**config.mk**
```make
export PLATFORM = sky130hd
export DESIGN_NAME = multicycle_ctrl
export DESIGN_NICKNAME = d
export VERILOG_FILES = /design/src/rtl/multicycle_ctrl.sv
export SDC_FILE = /design/constraint.sdc
export NUM_CORES = 1
export LEC_CHECK = 0
export BUFFER_PORTS_ARGS = -buffer_cell sky130_fd_sc_hd__buf_2
export CELL_PAD_IN_SITES_DETAIL_PLACEMENT = 0
export CELL_PAD_IN_SITES_GLOBAL_PLACEMENT = 1
export CORE_AREA = 2 2 41 43
export DETAILED_ROUTE_END_ITERATION = 10
export DIE_AREA = 0 0 43 45
export PLACE_DENSITY_LB_ADDON = 0.1
export SYNTH_ARGS = -nofsm -noshare
export SYNTH_HDL_FRONTEND = slang
export SYNTH_SLANG_ARGS = --single-unit
```
**constraint.sdc**
```tcl
create_clock -name clk -period 2.5 [get_ports clk]
set_clock_uncertainty 0.2 [all_clocks]
set_input_delay 0.125 -clock clk [delete_from_list [all_inputs] [get_ports clk]]
set_output_delay 0.125 -clock clk [all_outputs]
set_load 0.02 [all_outputs]
```
**src/rtl/multicycle_ctrl.sv**
```systemverilog
// multicycle_ctrl
//   Control unit for the multicycle RV32I teaching core. One instruction is
//   sequenced at a time through FETCH, DECODE, EXEC, MEM and WB. The
//   controller drives the shared datapath: PC, IR, operand mux, ALU op,
//   register file and the single unified memory port.
//
//   Handshake: a memory access is in flight while mem_req=1. The access
//   completes in the cycle where mem_req=1 and mem_ready=1. mem_ready is
//   ignored whenever mem_req=0. mem_we is meaningful only while mem_req=1.
//
//   Parameter:
//     WAIT_LIMIT   max cycles mem_req may stay high without mem_ready
//                  (0 disables the watchdog, legal range 0..65535)
//   Build option:
//     ILLEGAL_TRAP_EN  when defined, an unsupported opcode halts the
//                      controller; otherwise it retires as a NOP.
//
//   Ports:
//     clk, rst_n         clock, asynchronous active-low reset
//     opcode[6:0]        IR[6:0], valid from DECODE onward
//     alu_zero           ALU zero flag (used by beq in EXEC)
//     mem_ready          memory completes the current access
//     mem_req, mem_we    memory request / write strobe
//     mem_addr_src       0 = PC, 1 = ALU result register
//     ir_write           load IR from memory read data
//     pc_write, pc_src   PC update enable, 0 = PC+4, 1 = PC+imm
//     alu_src_b          0 = rs2, 1 = immediate
//     alu_op[1:0]        00 add, 01 sub, 10 decode funct3/funct7
//     reg_write, wb_sel  register write enable, 0 = ALU, 1 = memory data
//     retired            one-cycle pulse when an instruction completes
//     halted             controller stopped in HALT
//     mem_timeout        sticky watchdog flag
//     state[2:0]         current state (debug)
module multicycle_ctrl #(
  parameter int unsigned WAIT_LIMIT = 0
) (
  input  logic       clk,
  input  logic       rst_n,
  input  logic [6:0] opcode,
  input  logic       alu_zero,
  input  logic       mem_ready,
  output logic       mem_req,
  output logic       mem_we,
  output logic       mem_addr_src,
  output logic       ir_write,
  output logic       pc_write,
  output logic       pc_src,
  output logic       alu_src_b,
  output logic [1:0] alu_op,
  output logic       reg_write,
  output logic       wb_sel,
  output logic       retired,
  output logic       halted,
  output logic       mem_timeout,
  output logic [2:0] state
);

  typedef enum logic [2:0] {
    S_FETCH  = 3'd0,
    S_DECODE = 3'd1,
    S_EXEC   = 3'd2,
    S_MEM    = 3'd3,
    S_WB     = 3'd4,
    S_HALT   = 3'd5
  } state_t;

  localparam logic [6:0] OP_R   = 7'b0110011;
  localparam logic [6:0] OP_I   = 7'b0010011;
  localparam logic [6:0] OP_LW  = 7'b0000011;
  localparam logic [6:0] OP_SW  = 7'b0100011;
  localparam logic [6:0] OP_BEQ = 7'b1100011;

  localparam logic [15:0] LIMIT = 16'(WAIT_LIMIT);

  state_t      cur;
  state_t      nxt;
  logic [15:0] wd_cnt;
  logic [15:0] wd_inc;
  logic        waiting;
  logic        wd_fire;
  logic        timeout_q;
  logic        supported;

  assign supported = (opcode == OP_R) || (opcode == OP_I) || (opcode == OP_LW) ||
                     (opcode == OP_SW) || (opcode == OP_BEQ);

  // Saturating increment so a stuck access never wraps the counter.
  assign wd_inc = (wd_cnt == 16'hFFFF) ? wd_cnt : wd_cnt + 16'd1;

  assign state       = cur;
  assign mem_timeout = timeout_q;

  always_comb begin
    nxt          = cur;
    mem_req      = 1'b0;
    mem_we       = 1'b0;
    mem_addr_src = 1'b0;
    ir_write     = 1'b0;
    pc_write     = 1'b0;
    pc_src       = 1'b0;
    alu_src_b    = 1'b0;
    alu_op       = 2'b00;
    reg_write    = 1'b0;
    wb_sel       = 1'b0;
    retired      = 1'b0;
    halted       = 1'b0;
    waiting      = 1'b0;
    wd_fire      = 1'b0;

    case (cur)
      S_FETCH: begin
        mem_req = 1'b1;
        if (mem_ready) begin
          ir_write = 1'b1;
          nxt      = S_DECODE;
        end
      end

      S_DECODE: begin
        nxt = S_EXEC;
        if (!supported) begin
`ifdef ILLEGAL_TRAP_EN
          nxt = S_HALT;
`else
          pc_write = 1'b1;
          retired  = 1'b1;
          nxt      = S_FETCH;
`endif
        end
      end

      S_EXEC: begin
        case (opcode)
          OP_R: begin
            alu_op = 2'b10;
            nxt    = S_WB;
          end
          OP_I: begin
            alu_src_b = 1'b1;
            alu_op    = 2'b10;
            nxt       = S_WB;
          end
          OP_LW, OP_SW: begin
            alu_src_b = 1'b1;
            nxt       = S_MEM;
          end
          OP_BEQ: begin
            alu_op   = 2'b01;
            pc_write = 1'b1;
            pc_src   = alu_zero;
            retired  = 1'b1;
            nxt      = S_FETCH;
          end
          default: begin
            // Opcode changed after DECODE: close the instruction as a NOP so
            // retired/pc_write still occur exactly once.
            pc_write = 1'b1;
            retired  = 1'b1;
            nxt      = S_FETCH;
          end
        endcase
      end

      S_MEM: begin
        mem_req      = 1'b1;
        mem_addr_src = 1'b1;
        mem_we       = (opcode == OP_SW);
        if (mem_ready) begin
          if (opcode == OP_SW) begin
            pc_write = 1'b1;
            retired  = 1'b1;
            nxt      = S_FETCH;
          end else begin
            nxt = S_WB;
          end
        end
      end

      S_WB: begin
        reg_write = 1'b1;
        wb_sel    = (opcode == OP_LW);
        pc_write  = 1'b1;
        retired   = 1'b1;
        nxt       = S_FETCH;
      end

      S_HALT: begin
        halted = 1'b1;
        nxt    = S_HALT;
      end

      default: nxt = S_FETCH;
    endcase

    // A cycle with mem_ready=1 is never a wait cycle, so a completing access
    // always beats a watchdog limit reached in the same cycle.
    waiting = mem_req && !mem_ready;
    wd_fire = (LIMIT != 16'd0) && waiting && (wd_inc >= LIMIT);
    if (wd_fire) nxt = S_HALT;
  end

  always_ff @(posedge clk or negedge rst_n) begin
    if (!rst_n) begin
      cur       <= S_FETCH;
      wd_cnt    <= 16'd0;
      timeout_q <= 1'b0;
    end else begin
      cur <= nxt;
      if ((nxt != cur) && ((nxt == S_FETCH) || (nxt == S_MEM))) begin
        wd_cnt <= 16'd0;
      end else if (waiting) begin
        wd_cnt <= wd_inc;
      end
      if (wd_fire) timeout_q <= 1'b1;
    end
  end

endmodule

```
Word level (Yosys, flattened, before mapping)

Index checks and enable logic that the tools add are counted.

Equal/unequal tests: 12
Muxes and demuxes: 25
Reduce and logical (&&, ||, !) cells: 11

Operators with widths:

| kind               | number |
|---|---|
| $mux 1             | 16 |
| $pmux 3 s5         | 1 |
| $eq 7x6->1 const B | 2 |
| $mux 3             | 3 |
| $eq 7x2->1 const B | 1 |
| $eq 7x5->1 const B | 1 |
| $eq 7x7->1 const B | 1 |
| $eq 3x2->1 const B | 2 |
| $eq 3x3->1 const B | 2 |
| $pmux 3 s2         | 1 |
| $reduce_or 2->1    | 3 |
| $logic_or 1x1->1   | 4 |
| $mux 2             | 2 |
| $ne 2x2->1 const B | 2 |
| $pmux 1 s4         | 1 |
| $pmux 2 s2         | 1 |
| $reduce_or 4->1    | 1 |
| $eq 3x1->1 const B | 1 |
| $logic_not 3->1    | 1 |
| $reduce_or 3->1    | 1 |
| $reduce_and 2->1   | 1 |

Bits in registers: 3
Input bits: 11
Output and inout port bits: 17

Longest topological paths before layout

Depth in word-level cells: 7
Depth in mapped cells: 6

Least setup slack after synthesis

No wires, ideal clock.

Path kind: register to output
Start: register cur[1] (netlist: state[1])
End: output port retired
Arrival: 1840 ps
Slack: 335 ps
Cell stages (with the launch flop): 7
Path buffers: 2
Cells stage by stage: dfrtp_1 buf_2 nand2_1 nor2_1 nand2_1 o221ai_1 buf_4

Cells in the longest elaborated chain, start to end: 2

Ends and longest elaborated chain:

| element                                  | RTL line | RTL |
|---|---|---|
| start, declared                          | 75       | `state_t cur;` |
| start signal, assigned                   | 208      | `cur <= nxt;` |
| $eq 3x3->1, or another cell as far along | -        |  |
| $pmux 1 s4 (*)                           | -        |  |
| end, declared                            | 52       | `output logic retired,` |

Every way passes the cells marked *; elsewhere a longest branch is shown, timed or not.

Worst setup path in the final report

Start: register cur[1] (netlist: state[1])
End: output port pc_src

Cells in the longest elaborated chain, start to end: 2

Ends and longest elaborated chain:

| element       | RTL line | RTL |
|---|---|---|
| $eq 3x2->1    | 110      | `case (cur)` |
| $mux 1        | 110      |  |
| end, declared | 47       | `output logic pc_src,` |

No other way between the ends.

==> results.yml <==
routing:
  drc: 0
  vias_per_cell: 4.688
  firstDrtPassIters: 4
  drtAntennaViolNets: 0
  drtIter0Drc: 3
  route.vias.total: 436
  wl_per_cell_um: 10.66
  drt_wl_total_um: 991
die:
  die_y_um: 45
  start_util_pct: 25.26
  row_count: 14
  die_area_mm2: 0.001935
  coreArea_mm2: 0.001471
  die_w_um: 43
  io_pins: 28
clock_network:
  clkLatencyLatePin_ns: 0.23
  h-tree-depth: 1
  cts_setup_buffers: 0
  numCtsBuffers: 3
  clk_transition_reported_paths_ns: 0.04
  cts.sinks: 3
  ctsLongestPathBuffers: 2
  cts_tree: "done"
  clock-root-buffer: "clkbuf_4"
placed_design:
  routabilityCongestion: 0.6292
  pre_cts_ws_ns: 0.7059
  dpl.hpwl_um: 810.1
  placed_cells: 88
  io_buffers: 26
  dpl_cell_area_um2: 485.5
global_routing:
  grt.total_usage_pct: 11.94
  grt_pass1_wl_um: 1745
  grt_pass1_vias: 407
  grt-ovfl-total: 0
  grt_max_degree: 13
  antenna_found_initial: 0
power:
  power.leakage_nw: 0.2859
  vdd_drop_max_v: 0.0001297
  finalPower_mw: 0.1952
  power.density_mw_per_mm2: 374.0
timing:
  timing.hold.ws_ns: 0.01225
  rsz0062_at_grt: "false"
  fin_crit_ns: 2.033
  fin_crit_sh_pct: 81.31
  setup_ws_ns: 0.4672
  slew_violations: 0
  timing.final.hold_violations: 0
  finalSetupTns_ns: 0
  fmax_mhz: 491.9
  setup_viol: 0
setup_path:
  crit_type: "flip-flop to output pin"
  worstPathBufferInverterCount: 1
  slowest_delay_ns: 0.54
  cp-end-kind: "output pin"
  path_cells: "or3b_4 -> nor3_2 -> and2_1 -> buf_2"
  arrival_ns: 1.71
  cp_slowest_cell: "dfrtp_1"
  critPathTopFamily: "simple AND/OR/NAND/NOR gates"
  path_max_fanout: 12
  start_kind: "flip-flop"
  reg2reg_setup_slack_ns: 0.87
  required_ns: 2.17
final_layout:
  largest_register_ffs: 3
  seq_area_um2: 75.07
  mostFrequentLayoutCell: "buf_2"
  drive_gt1_share_pct: 42.86
  insertedDiodeCount: 0
  fillers: 176
  postLayoutCellArea_um2: 521.8
  syn_to_final_growth_pct: 40.40
  nNetsFinal: 89
  multi_input_area_um2: 252.7
  layout.cells.non_filler: 93
  final_cell_mix: "buf_2 (26), nand2_1 (7), nor2_1 (4)"
  final_core_util_pct: 35.46
yosys:
  ys_types: 27
  ys_ff_latch: 3
  syn_inst: 51
  syn_area_um2: 371.6
  synth_fp_nets: 62
  yosys_warnings: 0
  syn_avg_cell_area_um2: 7.286
  ys_seq_area_share_pct: 20.20
run:
  timing.max_cap.violations: 0
run_status:
  status: "finished clean"
hold_path:
  hp-class: "primary input to asynchronous set/reset pin"
## cell type report
cell class | instances | area share [%]
Inverter | 2 | 1.439
Timing Repair Buffer | 27 | 26.86
Sequential cell | 3 | 14.39
Tap cell | 16 | 3.837
Multi-Input combinational cell | 41 | 48.44
Clock buffer | 4 | 5.036
## logic make-up (layout without fill, tap and decap cells)
| logic type | after synthesis | after routing | synth area share, % |
|---|---|---|---|
| buffers and inverters | 7 | 33 | 11.78 |
| other | 1 | 1 | 1.009 |
| AND/OR/NAND/NOR | 35 | 35 | 57.24 |
| flip-flops | 3 | 3 | 20.20 |
| XOR/XNOR | 1 | 1 | 2.357 |
| AO/OA/AOI/OAI | 4 | 4 | 7.408 |
## synthesized netlist by cell type (all sizes together)
cell type | number | area share [%]
nand2 | 7 | 7.1
buf | 5 | 9.8
nor2 | 4 | 4.0
nor3 | 4 | 8.1
dfrtp | 3 | 20
nand3 | 3 | 4.0
nand3b | 3 | 6.1
inv | 2 | 2.0
nand2b | 2 | 3.4
nor2b | 2 | 3.4
nor4 | 2 | 3.4
or3 | 2 | 3.4
or3b | 2 | 5.4
a211oi | 1 | 2.0
a31oi | 1 | 1.7
and2 | 1 | 1.7
and3 | 1 | 1.7
and4bb | 1 | 3.4
conb | 1 | 1.0
nor4b | 1 | 2.4
o21ai | 1 | 1.3
o221ai | 1 | 2.4
xor2 | 1 | 2.4
## worst paths after layout
kind,startpoint,to,cells after the start
hold / removal,rst_n,state[2],2
min in group clk,opcode[0],state[1],3
setup reg to reg,state[1],state[1],4
max in group asynchronous,rst_n,state[0],2
setup / recovery,state[1],pc_src,4
hold reg to reg,state[1],state[1],2
## report_power, final
part           internal [mW]  switching [mW]  total (mW)
Clock                 0.0599          0.0259      0.0858
Sequential            0.0507         0.00507      0.0558
Combinational         0.0221          0.0314      0.0536
## routing by layer
layer / GRT usage (%) / vias to the layer above / routed length, um
li1: - / 231 / -
met1: 16.38 / 183 / 472
met2: 17.58 / 20 / 417
met3: 2.000 / 2 / 89
met4: 7.273 / 0 / 11
met5: 0 / - / 0
## what timing repair did
| action | in CTS | in global routing |
|---|---|---|
| hold buffers | 1 | 0 |
| resized for setup | 0 | 0 |
| endpoints found under the hold margin | 3 | 0 |
Note: power is estimated with default switching activity, not from simulation.
